[config.mk]
export PLATFORM = sky130hd
export DESIGN_NAME = pipe_ctrl
export DESIGN_NICKNAME = d
export VERILOG_FILES = /design/src/rtl/pipe_ctrl_pkg.sv /design/src/rtl/pipe_valid_chain.sv /design/src/rtl/pipe_ctrl.sv
export SDC_FILE = /design/constraint.sdc
export NUM_CORES = 1
export LEC_CHECK = 0
export ABC_AREA = 1
export CAP_MARGIN = 20
export CORE_MARGIN = 1
export CORE_UTILIZATION = 32
export CTS_CLUSTER_DIAMETER = 40
export DETAILED_ROUTE_END_ITERATION = 6
export PLACE_DENSITY = 0.83
export SLEW_MARGIN = 20
export SYNTH_ARGS = -nofsm -noshare
export SYNTH_HDL_FRONTEND = slang
export SYNTH_SLANG_ARGS = --single-unit
[constraint.sdc]
create_clock -name clk -period 1.5 [get_ports clk]
set_input_delay 0.3 -clock clk [delete_from_list [all_inputs] [get_ports clk]]
set_output_delay 0.3 -clock clk [all_outputs]
set_load 0.01 [all_outputs]
[src/rtl/pipe_ctrl_pkg.sv]
// Shared types and defaults for the pipeline sequencing controller.
// Optional perf counters are enabled by PIPE_PERF_CNT_EN.
package pipe_ctrl_pkg;

  typedef enum logic {
    RUN     = 1'b0,
    MC_WAIT = 1'b1
  } state_e;

  localparam int MC_MAX_DEF = 64;
  localparam int CNT_W_DEF  = 32;

  // Width of a counter that must be able to hold the value n.
  function automatic int cnt_bits(input int n);
    return (n < 2) ? 1 : $clog2(n + 1);
  endfunction

endpackage

[src/rtl/pipe_valid_chain.sv]
// DEC..WRB valid shift register with per-stage load, kill and bubble.
// Kill wins over load; a held stage keeps its current bit.
module pipe_valid_chain (
  input  logic clk_i,
  input  logic rst_i,
  input  logic fch_valid_i,
  input  logic dec_ld_i,
  input  logic dec_kill_i,
  input  logic exe_ld_i,
  input  logic exe_kill_i,
  input  logic mem_bub_i,
  output logic dec_valid_o,
  output logic exe_valid_o,
  output logic mem_valid_o,
  output logic wrb_valid_o
);

  logic dec_q, exe_q, mem_q, wrb_q;
  logic dec_d, exe_d, mem_d, wrb_d;

  // Next valid bit per stage from the controller's per-stage actions.
  always_comb begin
    dec_d = dec_q;
    exe_d = exe_q;
    if (dec_ld_i) dec_d = fch_valid_i;
    if (dec_kill_i) dec_d = 1'b0;
    if (exe_ld_i) exe_d = dec_q;
    if (exe_kill_i) exe_d = 1'b0;
    mem_d = mem_bub_i ? 1'b0 : exe_q;
    wrb_d = mem_q;
  end

  // Valid registers, cleared by synchronous reset.
  always_ff @(posedge clk_i) begin
    if (rst_i) begin
      dec_q <= 1'b0;
      exe_q <= 1'b0;
      mem_q <= 1'b0;
      wrb_q <= 1'b0;
    end else begin
      dec_q <= dec_d;
      exe_q <= exe_d;
      mem_q <= mem_d;
      wrb_q <= wrb_d;
    end
  end

  assign dec_valid_o = dec_q;
  assign exe_valid_o = exe_q;
  assign mem_valid_o = mem_q;
  assign wrb_valid_o = wrb_q;

endmodule

[src/rtl/pipe_ctrl.sv]
// Pipeline freeze/flush controller for the 5-stage core.
// Define PIPE_PERF_CNT_EN to build the stall performance counters.
module pipe_ctrl
  import pipe_ctrl_pkg::*;
#(
  parameter int MC_MAX = MC_MAX_DEF,
  parameter int CNT_W  = CNT_W_DEF
) (
  input  logic             clk,
  input  logic             rst,
  input  logic             fch_valid,
  input  logic             dec_stall,
  input  logic             dec_load_use,
  input  logic             dec_csr_use,
  input  logic             exe_mc_start,
  input  logic             exe_mc_done,
  input  logic             exe_redirect,
  output logic             fch_enb,
  output logic             dec_enb,
  output logic             exe_enb,
  output logic             mem_enb,
  output logic             dec_valid,
  output logic             exe_valid,
  output logic             mem_valid,
  output logic             wrb_valid,
  output logic             pc_redirect,
  output logic             mc_busy,
  output logic             mc_timeout,
  output logic [CNT_W-1:0] perf_load_stalls,
  output logic [CNT_W-1:0] perf_csr_stalls,
  output logic [CNT_W-1:0] perf_mc_stalls
);

  localparam int WC_W = cnt_bits(MC_MAX);
  localparam logic [WC_W-1:0] WC_MAX = WC_W'(MC_MAX);

  state_e state_q, state_d;
  logic [WC_W-1:0] wcnt_q, wcnt_d;
  logic tmo_q, tmo_d;

  logic stall_ok, redir_ok, mc_ok, hold;
  logic dec_ld, dec_kill, exe_ld, exe_kill, mem_bub;

  assign stall_ok = dec_stall & dec_valid;
  assign redir_ok = exe_redirect & exe_valid
                  & (state_q == RUN);
  assign mc_ok    = exe_mc_start & exe_valid
                  & ~exe_mc_done & (state_q == RUN);
  assign hold     = ((state_q == MC_WAIT) & ~exe_mc_done)
                  | mc_ok;

  // State, wait counter and sticky timeout registers.
  always_ff @(posedge clk) begin
    if (rst) begin
      state_q <= RUN;
      wcnt_q  <= '0;
      tmo_q   <= 1'b0;
    end else begin
      state_q <= state_d;
      wcnt_q  <= wcnt_d;
      tmo_q   <= tmo_d;
    end
  end

  // Next state; the wait counter only runs while parked in MC_WAIT.
  always_comb begin
    state_d = state_q;
    wcnt_d  = '0;
    tmo_d   = tmo_q;
    unique case (state_q)
      RUN: begin
        if (mc_ok) state_d = MC_WAIT;
      end
      MC_WAIT: begin
        if (exe_mc_done) state_d = RUN;
        wcnt_d = (wcnt_q == WC_MAX) ? wcnt_q
               : wcnt_q + WC_W'(1);
        if (wcnt_d == WC_MAX) tmo_d = 1'b1;
      end
      default: state_d = RUN;
    endcase
  end

  // Enables and valid-chain actions by priority: hold, redirect, stall.
  always_comb begin
    fch_enb     = 1'b1;
    dec_enb     = 1'b1;
    exe_enb     = 1'b1;
    mem_enb     = 1'b1;
    pc_redirect = 1'b0;
    dec_ld      = 1'b1;
    exe_ld      = 1'b1;
    dec_kill    = 1'b0;
    exe_kill    = 1'b0;
    mem_bub     = 1'b0;
    priority case (1'b1)
      hold: begin
        fch_enb = 1'b0;
        dec_enb = 1'b0;
        exe_enb = 1'b0;
        dec_ld  = 1'b0;
        exe_ld  = 1'b0;
        mem_bub = 1'b1;
      end
      redir_ok: begin
        pc_redirect = 1'b1;
        dec_kill    = 1'b1;
        exe_kill    = 1'b1;
      end
      stall_ok: begin
        fch_enb  = 1'b0;
        dec_enb  = 1'b0;
        dec_ld   = 1'b0;
        exe_kill = 1'b1;
      end
      default: ;
    endcase
  end

  pipe_valid_chain u_chain (
    .clk_i       (clk),
    .rst_i       (rst),
    .fch_valid_i (fch_valid),
    .dec_ld_i    (dec_ld),
    .dec_kill_i  (dec_kill),
    .exe_ld_i    (exe_ld),
    .exe_kill_i  (exe_kill),
    .mem_bub_i   (mem_bub),
    .dec_valid_o (dec_valid),
    .exe_valid_o (exe_valid),
    .mem_valid_o (mem_valid),
    .wrb_valid_o (wrb_valid)
  );

  assign mc_busy    = (state_q == MC_WAIT);
  assign mc_timeout = tmo_q;

`ifdef PIPE_PERF_CNT_EN
  logic [CNT_W-1:0] pl_q, pc_q, pm_q;

  // Free-running wrap-around stall counters.
  always_ff @(posedge clk) begin
    if (rst) begin
      pl_q <= '0;
      pc_q <= '0;
      pm_q <= '0;
    end else begin
      pl_q <= pl_q + CNT_W'(stall_ok & dec_load_use);
      pc_q <= pc_q + CNT_W'(stall_ok & dec_csr_use);
      pm_q <= pm_q + CNT_W'(state_q == MC_WAIT);
    end
  end

  assign perf_load_stalls = pl_q;
  assign perf_csr_stalls  = pc_q;
  assign perf_mc_stalls   = pm_q;
`else
  logic unused_perf;
  assign unused_perf      = dec_load_use ^ dec_csr_use;
  assign perf_load_stalls = '0;
  assign perf_csr_stalls  = '0;
  assign perf_mc_stalls   = '0;
`endif

endmodule

==> results.json <==
{
  "overflow": 0,
  "place.port_buffers": 16,
  "setup_viol": 0,
  "io_pins": 116,
  "start_kind": "primary input",
  "clk_latency_ns": 0.24,
  "grt_max_degree": 8,
  "routabilityCongestion": 0.732,
  "h-tree-depth": 1,
  "period_share": 0.950,
  "worstHoldPathType": "flip-flop to flip-flop",
  "status": "complete, no violations",
  "num_vias": 866,
  "clk_path_buf_depth": 2,
  "start_util": 0.336,
  "viasPerCell": 3.29,
  "cts-root-buf": "clkbuf_8",
  "peakVddDrop_mv": 0.318,
  "die_area_sq_mm": 0.00449,
  "grt_pass1_vias": 695,
  "cts_tree": "built",
  "avgRoutedWirePerCell_um": 6.97,
  "dp_hpwl_um": 1460,
  "final_area_sq_mm": 0.00136,
  "total_power_mw": 0.848,
  "yosysTopAreaCell": "buf_4",
  "numCtsBuffers": 3,
  "worstSetupPathType": "primary input to output port",
  "synth_top_cells_by_area": "buf_4 (54%), dfxtp_1 (19%), nor2_1 (5.6%)",
  "power_density_mw_per_mm2": 626,
  "crit_path_end_kind": "output port",
  "synth_top_area_frac": 0.544,
  "cts.reportedPaths.clkPinSlew_ns": 0.05,
  "fin_skew_ns": 0.000973,
  "final_max_slew_viol_count": 0,
  "max_cap_violations": 0,
  "synth_warnings": 0,
  "routed_wl_um": 1830,
  "finalHoldViolations": 0,
  "final_common_cell": "conb_1",
  "final_cell_mix": "conb_1 (97), nor2_1 (19), inv_1 (11), nand2_1 (11)",
  "place_area_sq_mm": 0.00123,
  "drive_gt1_frac": 0.160,
  "min_period_ns": 1.42,
  "setup_slack_ns": 0.0755,
  "cts_sinks": 13,
  "synth_seq_cells": 13,
  "drtPass1Iterations": 2,
  "cp_max_fo": 2,
  "placement_rows": 23,
  "cts_hold_buf": 0,
  "grt.total_usage": 0.0795,
  "diodes": 0,
  "area_growth_pct": 0.185,
  "grt_first_pass_wirelength_um": 2720,
  "antenna_found_initial": 0,
  "first_iter_violations": 5,
  "synth.avg_cell_area_sq_um": 7.23,
  "rsz0062_at_grt": "yes",
  "die_w_um": 67.0,
  "syn_area_sq_mm": 0.00135,
  "synth_cells": 187,
  "worstPathArrival_ns": 1.12,
  "die_h_um": 67.0,
  "p_leak_nw": 0.733,
  "drc": 0,
  "antenna_left": 0,
  "max_freq_mhz": 702,
  "cp_data_required_time_ns": 1.20,
  "core_sq_mm": 0.00403,
  "dp_slack_ns": -0.532,
  "yosysUniqueCellTypes": 21,
  "nets": 225,
  "ys_seq_area_frac": 0.192,
  "fin_util": 0.336
}
-- cell families after synthesis --
| kind of cell | after synthesis | share of synthesized area |
|---|---|---|
| xor+xnor | 2 | 0.0130 |
| simple gates | 47 | 0.150 |
| buf+inv | 113 | 0.586 |
| flops | 13 | 0.192 |
| fa+ha+maj | 2 | 0.0185 |
| other cells | 2 | 0.00555 |
| compound gates | 8 | 0.0352 |
-- state kept, by name, summed over array words and instances (netlist names) --
name,cells
wcnt_q,7
mc_busy,1
mc_timeout,1
u_chain.dec_valid_o,1
u_chain.exe_valid_o,1
u_chain.mem_valid_o,1
u_chain.wrb_valid_o,1
-- cell type report --
class / instances / area [sq um]
multi-input cells: 156 / 693
clock buffers: 4 / 45.0
well taps: 50 / 62.6
inverters: 14 / 52.6
fillers: 447 / 2670
repair buffers: 26 / 238
flip-flops and latches: 13 / 264
-- where the power goes --
part,internal (mW),switching [mW],leakage (nW)
Clock,0.188,0.121,0.0228
Sequential,0.351,0.00488,0.107
Combinational,0.0435,0.141,0.604
-- stage by stage --
step           instances  setup TNS, ns  hold slack (ns)
2_1_floorplan        282              0            0.362
3_3_place_gp         254          -1.72            0.420
3_5_place_dp         254          -2.10            0.419
4_1_cts              262              0            0.424
5_1_grt              263        -0.0397            0.461
6_report             263              0            0.419
-- worst max-delay path: stages --
cell	delay, ns
clkdlybuf4s50_1	0.50
nand3_2	0.09
nand2_2	0.08
inv_2	0.05
buf_6	0.11
-- cells in the mapped netlist --
cell	count
nor3_1	2
conb_1	2
nand3_2	1
inv_2	1
or2_2	1
inv_1	13
dfxtp_1	13
buf_4	98
o21ai_2	1
nand3_1	6
o21ai_0	2
nand4_1	1
xor2_1	2
clkbuf_1	1
or2_1	1
ha_1	2
nor2_1	20
a21oi_1	4
nand2_1	14
a21oi_2	1
nor4_1	1
-- metal layers --
metal | vias to the layer above | GRT usage | wire, um
met4 | 0 | 0.0399 | 14
met1 | 378 | 0.0720 | 590
met2 | 61 | 0.161 | 1060
li1 | 425 | - | -
met3 | 2 | 0.0154 | 167
met5 | - | 0 | 0
-- path summary, 6_finish.rpt --
check	start	to	slack, ns	depth (start not counted)
min	u_chain.mem_valid_o$_SDFF_PP0_	u_chain.wrb_valid_o$_SDFF_PP0_	0.42	2
max reg2reg	u_chain.exe_valid_o$_SDFFE_PP0N_	u_chain.exe_valid_o$_SDFFE_PP0N_	0.11	9
max	dec_stall	dec_enb	0.08	5
min reg2reg	u_chain.mem_valid_o$_SDFF_PP0_	u_chain.wrb_valid_o$_SDFF_PP0_	0.42	2
-- timing repair --
action                                  4_1_cts  5_1_grt
endpoints found under the setup margin        5        7
buffers inserted                              4        1
gates resized for setup                      23       13
pin swaps                                     2        4
Power figures use the tool's default switching activity.
